`src/rtl/tx_pkg.sv`:
```
// tx_pkg: shared FSM state encoding and frame constants for the transmit arbiter.
package tx_pkg;

    typedef enum logic [1:0] {
        IDLE,
        START,
        WAIT,
        GAP
    } state_t;

    localparam int FRAME_W    = 9;
    localparam int DEF_DATA_W = 8;

endpackage

```
`src/rtl/tx_arbiter_rr_pick.sv`:
```
// rr_pick: combinational round-robin priority encoder; first set request at or after ptr, with wrap.
module rr_pick
    import tx_pkg::*;
#(
    parameter int NUM_REQ = 4,
    parameter int PW      = $clog2(NUM_REQ)
) (
    input  logic [NUM_REQ-1:0] req_i,
    input  logic [PW-1:0]      ptr_i,
    output logic               valid_o,
    output logic [PW-1:0]      winner_o
);

    // Scan from the farthest offset down so the nearest offset to ptr is written last and wins.
    always_comb begin
        valid_o  = 1'b0;
        winner_o = '0;
        for (int i = NUM_REQ - 1; i >= 0; i--) begin
            if (req_i[(int'(ptr_i) + i) % NUM_REQ]) begin
                valid_o  = 1'b1;
                winner_o = PW'((int'(ptr_i) + i) % NUM_REQ);
            end
        end
    end

endmodule

```
`src/rtl/tx_arbiter.sv`:
```
// tx_arbiter: round-robin scheduler sharing one serial transmitter between NUM_REQ byte sources.
// Optional TX_ARB_WATCHDOG_EN adds a WAIT-state watchdog that aborts a frame and pulses err.
module tx_arbiter
    import tx_pkg::*;
#(
    parameter int NUM_REQ    = 4,
    parameter int DATA_W     = DEF_DATA_W,
    parameter int GAP_CYCLES = 2,
    parameter int TIMEOUT    = 64
) (
    input  logic                       clk,
    input  logic                       arst,
    input  logic [NUM_REQ-1:0]         req,
    input  logic [NUM_REQ*DATA_W-1:0]  data_i,
    output logic [NUM_REQ-1:0]         ack,
    output logic                       tx_start,
    output logic [DATA_W-1:0]          tx_data,
    input  logic                       tx_done,
    output logic [$clog2(NUM_REQ)-1:0] grant_id,
    output logic                       busy,
    output logic                       err
);

    localparam int PW = $clog2(NUM_REQ);
    localparam int GW = (GAP_CYCLES > 1) ? $clog2(GAP_CYCLES) : 1;
    localparam logic [GW-1:0] GAP_LAST = GW'((GAP_CYCLES > 0) ? GAP_CYCLES - 1 : 0);
    localparam state_t AFTER_TX = (GAP_CYCLES == 0) ? IDLE : GAP;

    state_t              state_q, state_d;
    logic [PW-1:0]       ptr_q, ptr_d;
    logic [PW-1:0]       grant_q, grant_d;
    logic [DATA_W-1:0]   data_q, data_d;
    logic [GW-1:0]       gap_q, gap_d;
    logic [PW-1:0]       win;
    logic                valid;
    logic                timeout;

    rr_pick #(.NUM_REQ(NUM_REQ)) u_pick (
        .req_i    (req),
        .ptr_i    (ptr_q),
        .valid_o  (valid),
        .winner_o (win)
    );

`ifdef TX_ARB_WATCHDOG_EN
    localparam int WW = $clog2(TIMEOUT + 1);
    logic [WW-1:0] wd_q, wd_d;
    // Counter is zero in every other state, so it restarts on each entry to WAIT.
    assign wd_d    = (state_q == WAIT) ? wd_q + 1'b1 : '0;
    assign timeout = (state_q == WAIT) && !tx_done && (wd_q == WW'(TIMEOUT - 1));
    assign err     = timeout;
    always_ff @(posedge clk or negedge arst) begin
        if (!arst) wd_q <= '0;
        else       wd_q <= wd_d;
    end
`else
    assign timeout = 1'b0;
    assign err     = 1'b0;
`endif

    always_comb begin
        state_d = state_q;
        ptr_d   = ptr_q;
        grant_d = grant_q;
        data_d  = data_q;
        gap_d   = gap_q;
        case (state_q)
            IDLE: if (valid) begin
                state_d = START;
                grant_d = win;
                data_d  = data_i[win*DATA_W +: DATA_W];
                ptr_d   = (win == PW'(NUM_REQ - 1)) ? '0 : win + 1'b1;
            end
            START: state_d = WAIT;
            WAIT: if (tx_done || timeout) begin
                state_d = AFTER_TX;
                gap_d   = '0;
            end
            GAP: begin
                state_d = (gap_q == GAP_LAST) ? IDLE : GAP;
                gap_d   = gap_q + 1'b1;
            end
            default: state_d = IDLE;
        endcase
    end

    always_ff @(posedge clk or negedge arst) begin
        if (!arst) begin
            state_q <= IDLE;
            ptr_q   <= '0;
            grant_q <= '0;
            data_q  <= '0;
            gap_q   <= '0;
        end else begin
            state_q <= state_d;
            ptr_q   <= ptr_d;
            grant_q <= grant_d;
            data_q  <= data_d;
            gap_q   <= gap_d;
        end
    end

    assign tx_start = (state_q == START);
    assign ack      = tx_start ? ({{(NUM_REQ-1){1'b0}}, 1'b1} << grant_q) : '0;
    assign busy     = (state_q != IDLE);
    assign tx_data  = data_q;
    assign grant_id = grant_q;

endmodule

```
`config.mk`:
```
export PLATFORM = sky130hd
export DESIGN_NAME = tx_arbiter
export DESIGN_NICKNAME = d
export VERILOG_FILES = /design/src/rtl/tx_pkg.sv /design/src/rtl/tx_arbiter_rr_pick.sv /design/src/rtl/tx_arbiter.sv
export SDC_FILE = /design/constraint.sdc
export NUM_CORES = 1
export LEC_CHECK = 0
export CAP_MARGIN = 20
export CELL_PAD_IN_SITES_DETAIL_PLACEMENT = 1
export CELL_PAD_IN_SITES_GLOBAL_PLACEMENT = 2
export CORE_MARGIN = 2
export CORE_UTILIZATION = 38
export CTS_BUF_LIST = sky130_fd_sc_hd__clkbuf_4 sky130_fd_sc_hd__clkbuf_8
export DETAILED_ROUTE_END_ITERATION = 8
export DONT_BUFFER_PORTS = 1
export PLACE_DENSITY = 0.83
export REMOVE_ABC_BUFFERS = 1
export SLEW_MARGIN = 20
export SYNTH_ARGS = -nofsm -noshare
export SYNTH_HDL_FRONTEND = slang
export SYNTH_SLANG_ARGS = --single-unit
```
`constraint.sdc`:
```
create_clock -name clk -period 2.8 [get_ports clk]
set_input_delay 0.42 -clock clk [delete_from_list [all_inputs] [get_ports clk]]
set_output_delay 0.42 -clock clk [all_outputs]
set_load 0.005 [all_outputs]
```
Word level (Yosys, flattened, before mapping)
Index checks and enable logic that the tools add are counted.
Widths: inputs -> output; s select.
- equal/unequal tests: 6
- multiplexer cells: 27
- shift operators: 2
- $lt $le $gt $ge: 4
- add/subtract/negate cells: 5
- reduce and logical (&&, ||, !) cells: 9
- bitwise operators: 3
- operator list (cell ; number):
    $shiftx 32x6->8 ; 1
    $mux 2 ; 8
    $lt 3x4->1 const B ; 3
    $mux 1 ; 12
    $bmux 1 s2 ; 4
    $pmux 2 s4 ; 1
    $eq 2x2->1 const B ; 3
    $reduce_and 2->1 ; 3
    $reduce_or 2->1 ; 3
    $add 2x1->2 const B ; 2
    $add 2x2->2 const B ; 2
    $mux 4 ; 1
    $reduce_bool 2->1 ; 2
    $shl 1x2->4 const A ; 1
    $and 1x1->1 const A ; 3
    $lt 2x3->1 const B ; 1
    $eq 2x1->1 const B ; 1
    $logic_not 2->1 ; 1
    $ne 2x1->1 const B ; 1
    $ne 2x2->1 const B ; 1
    $pmux 1 s2 ; 1
    $add 1x1->1 const B ; 1
- output and inout bits: 17
- flip-flop bits (word level): 15
- logic and storage cells: 61
- input port bits: 39

Longest topological paths before layout
- word-level depth: 12
- gate-level depth with buffers: 6
- mapped depth without buffers: 5

By module
A second synthesis with hierarchy kept.
- cells, all modules: 69
- area total of the unflattened synthesis: 953.4 sq um
- modules (own cells, without submodules) (module ; area an instance (sq um) ; cells each ; instances ; seq. area each (sq um)):
    tx_arbiter ; 875.8 ; 56 ; 1 ; 375.4
    rr_pick ; 77.6 ; 13 ; 1 ; 0.0

Worst setup path after synthesis
Ideal clock, no wire load.
- path kind: flip-flop to flip-flop
- start: register state_q[0]
- end: register ptr_q[0]
- setup slack: 1.262 ns
- data arrival time: 1.413 ns
- required time: 2.675 ns
- buffers on the path: 2
- period minus slack after synthesis: 1.538 ns
- setup time: 0.125 ns
- cell stages (with the launch flop): 6
- cell sequence: dfrtp_1 > or2_4 > or2_1 > buf_6 > buf_6 > mux2_4
- word-level cells in the longest chain between the ends: 2
- ends and longest elaborated chain (what ; line ; text):
    start: declaration ; tx_arbiter.sv:29 ; state_t state_q, state_d;
    start signal: assignment ; tx_arbiter.sv:95 ; state_q <= state_d;
    $logic_not 2->1 ; tx_arbiter.sv:67 ; case (state_q)
    $reduce_and 2->1 (no source line) ; - ;
    end signal: assignment ; tx_arbiter.sv:96 ; ptr_q <= ptr_d;
    end: declaration ; tx_arbiter.sv:30 ; logic [PW-1:0] ptr_q, ptr_d;
Every way passes these cells.
A chain may end at the register's enable or synchronous reset.

Worst setup path after layout
- start: register ptr_q[1]
- end: register data_q[3], in the netlist tx_data[3]
- word-level cells in the longest chain between the ends: 9
- elaborated cells between the ends (all ways): 24
- those cells by class: 3 x add/sub; 1 x shift; 19 x mux; 1 x reduce/logical
- ends and longest elaborated chain (what ; line ; text):
    $add 2x2->2 ; tx_arbiter_rr_pick.sv:19, tx_arbiter_rr_pick.sv:21 ;
    $bmux 1 s2 ; tx_arbiter_rr_pick.sv:19 ; if (req_i[(int'(ptr_i) + i) % NUM_REQ]) begin
    $mux 1 (implied by the code) (2 in series) ; tx_arbiter_rr_pick.sv:19 ;
    $mux 2 / $mux 1 (equally long branches) (4 in series) ; tx_arbiter_rr_pick.sv:19 ;
    $shiftx 32x6->8 / $reduce_and 2->1 (equally long branches) ; - ;
    end signal: assignment ; tx_arbiter.sv:98 ; data_q <= data_d;
    end: declaration ; tx_arbiter.sv:32 ; logic [DATA_W-1:0] data_q, data_d;
Parallel ways exist; a longest one is shown, timed or not. The select of a mux whose other input is x is not followed.

==> impl_metrics.csv <==
group,metric,value,unit
routing,wirelength,2.548,mm
setup_path,slowest_stage,"dfrtp_1",
global_route,met3_usage,0.02791,
routing,dr.pass1.iters,4,
sta,timing.final.crit_period,1.934,ns
setup_path,cp_max_fo,17,
finish,drive_above_1_share,0.1261,
floorplanning,chipWidth,56.25,um
sta,fin_setup_tns,0,ns
power_and_ir_drop,power_density,955.4,nW/um2
setup_path,worstReg2RegStart,"ptr_q[1]",
finish,fin_cells,141,
yosys,synthFlopType,"dfrtp_1",
clock_network,cts_tree,"done",
hold_path,hold_depth,2,
sta,finalSetupViolCount,0,
floorplanning,core,2522,um2
yosys,async_flop_share,1.000,
place,place_congestion,0.7052,
global_route,grt_antenna_before_repair,0,
clock_network,clk_pin_slew,0.10,ns
yosys,syn_inst,112,
routing,via_count,860,
yosys,synth_edf_count,0,
place,dp_hpwl,1.966,mm
setup_path,r2r_setup_slack,0.87,ns
yosys,yosys_warnings,0,
setup_path,cp.arrival,2.12,ns
place,place_area,1031,um2
run,cap_viol_max_count,0,
clock_network,cts_sinks,15,
setup_path,critPathKind,"flip-flop to flip-flop",
sta,timing.final.crit_share,0.6907,
hold_path,hold_class,"primary input to flip-flop",
floorplanning,die-area,3164,um2
clock_network,cts-root-buf,"clkbuf_4",
clock_network,cts_buffer_depth,2,
setup_path,critical_path.cell_chain,"nand2b_1 -> a31oi_4 -> nand2_2 -> mux2i_1 -> o311ai_1",
setup_path,max_stage_delay,0.44,ns
finish,mostFrequentLayoutCells,"nand2_1, dfrtp_1, and3_1, o21ai_0, mux2i_1",
power_and_ir_drop,p_leak,0.4914,nW
setup_path,path_buf_inv,0,
clock_network,cts_resized,0,
global_route,busiest_layer,"met2",
routing,via_per_inst,6.099,
yosys,synth_seq_cells,15,
finish,multi_input_area,603.1,um2
yosys,avgSynthCellArea,9.261,um2
global_route,use_met2,0.2739,
clock_network,h-tree-depth,1,
routing,first_iter_violations,34,
finish,fillers,299,
floorplanning,initial_core_util,0.4112,
yosys,yosysUniqueCellTypes,36,
setup_path,critPathRequiredTime,2.99,ns
hold_path,worstHoldEndpoint,"state_q[0]",
sta,drv_slew,0,
yosys,synth_seq_area_share,0.3619,
global_route,gr-usage-all-layers,0.1669,
finish,diodes,0,
setup_path,crit_family,"compound AO/OA/AOI/OAI gates",
finish,fin_area,1069,um2
setup_path,crit_path_end_kind,"flip-flop",
global_route,use_met1,0.2020,
global_route,grt_pass1_vias,848,
finish,area_growth,3.015,%
sta,skew,0.001154,ns
sta,maxSlewHeadroom,0.5383,
setup_path,reg2reg_depth,5,
sta,worst_pin_slew,0.6903,ns
routing,drc_errors,0,
sta,max_freq,517.0,MHz
yosys,netlist_area,1037,um2
sta,rsz0062_at_grt,"no",
global_route,grt_max_degree,18,
hold_path,worstHoldStart,"tx_done",
setup_path,start_kind,"flip-flop",
setup_path,reg2reg_to,"tx_data[3]",
routing,ant_nets,0,
place,placed_cells,136,
global_route,grt_pass1_wl,4.064,mm
finish,final_nets,151,
sta,hold_viol_final,0,
clock_network,clk_latency,0.28,ns
routing,wire_per_inst,18.07,um
outcome,status,"complete, no violations",
global_route,grt_overflow,0,
floorplanning,ios,56,
finish,register_area,375.4,um2
power_and_ir_drop,irDropWorstVdd,0.0004061,V
place,port_buffers,0,
floorplanning,fp-row-count,18,
clock_network,cts_buffers,3,
floorplanning,die_h,56.25,um
through the flow:
step,total power (W),utilization,hold slack (ns),setup WS (ns)
final,0.001021,0.4236,0.3454,0.8659
after global routing,0.001121,0.4236,0.3700,0.6387
after CTS,0.001038,0.4236,0.3416,0.8291
after detailed placement,0.0009031,0.4087,0.1248,0.8377
after global placement,0.0008720,0.4087,0.1249,1.004
after floorplan,0.0007793,-,0.1244,1.037
cell families (layout without fill, tap and decap cells):
logic type	after synthesis	count (layout)	share of synthesized area
other cells	1	1	0.003615
simple gates	42	42	0.2220
compound gates	35	35	0.2557
xor+xnor	1	1	0.008445
flops	15	15	0.3619
buf+inv	9	8	0.05669
mux	9	9	0.09168
flip-flops by register name, indices dropped and copies added, names as in the netlist:
register  count
gap_q         1
grant_id      2
ptr_q         2
state_q       2
tx_data       8
metal layers:
layer  part of all wire  routed length [um]  vias up
met1               0.40                1027      412
met2               0.52                1317       39
li1                   -                   -      403
met4              0.025                  64        0
met3              0.055                 139        6
met5                  0                   0        -
synthesized netlist by cell type, types with 2 or more instances:
master | instances | area (um2)
a21boi_0 | 7 | 52.55
a21o_1 | 2 | 15.01
and3_1 | 9 | 56.30
and3b_1 | 3 | 26.28
buf_2 | 2 | 10.01
buf_4 | 2 | 15.01
buf_6 | 2 | 22.52
dfrtp_1 | 15 | 375.4
inv_1 | 2 | 7.510
mux2i_1 | 8 | 80.08
nand2_1 | 15 | 56.30
nand2b_1 | 2 | 12.51
nor2_1 | 2 | 7.510
nor2b_1 | 2 | 12.51
o21ai_0 | 9 | 45.04
o21ai_1 | 3 | 15.01
o311ai_1 | 7 | 61.31
or2_2 | 2 | 12.51
worst max-delay path by stage:
stage,startpoint,end,slack [ns],cells after the start
6_report,ptr_q[1],tx_data[3],0.87,5
3_3_place_gp,ptr_q[1],tx_data[6],1.00,5
2_1_floorplan,req[1],tx_data[4],1.04,5
5_1_grt,ptr_q[1],tx_data[0],0.64,5
4_1_cts,ptr_q[1],tx_data[3],0.83,5
3_5_place_dp,ptr_q[1],tx_data[3],0.84,5
timing repair:
| item | CTS | global route |
|---|---|---|
| hold buffers | 1 | 0 |
| setup endpoints to repair | 0 | 0 |
| hold endpoints to repair | 15 | 0 |
| setup buffers | 0 | 0 |
area by class of cell:
cell class	instances	area share
clock buffers	3	0.02108
clock inverters	1	0.004684
inverters	2	0.007026
multi-input cells	88	0.5644
flip-flops and latches	15	0.3513
well taps	30	0.03513
repair buffers	2	0.01639
where the power goes:
group	internal, W	total [W]	leakage, nW	switching (W)
logic	0.000206	0.000462	0.291	0.000256
registers	0.000322	0.000430	0.182	0.000108
clock network	0.0000530	0.000129	0.0177	0.0000756
No activity file was read; power rests on OpenSTA's default activity.
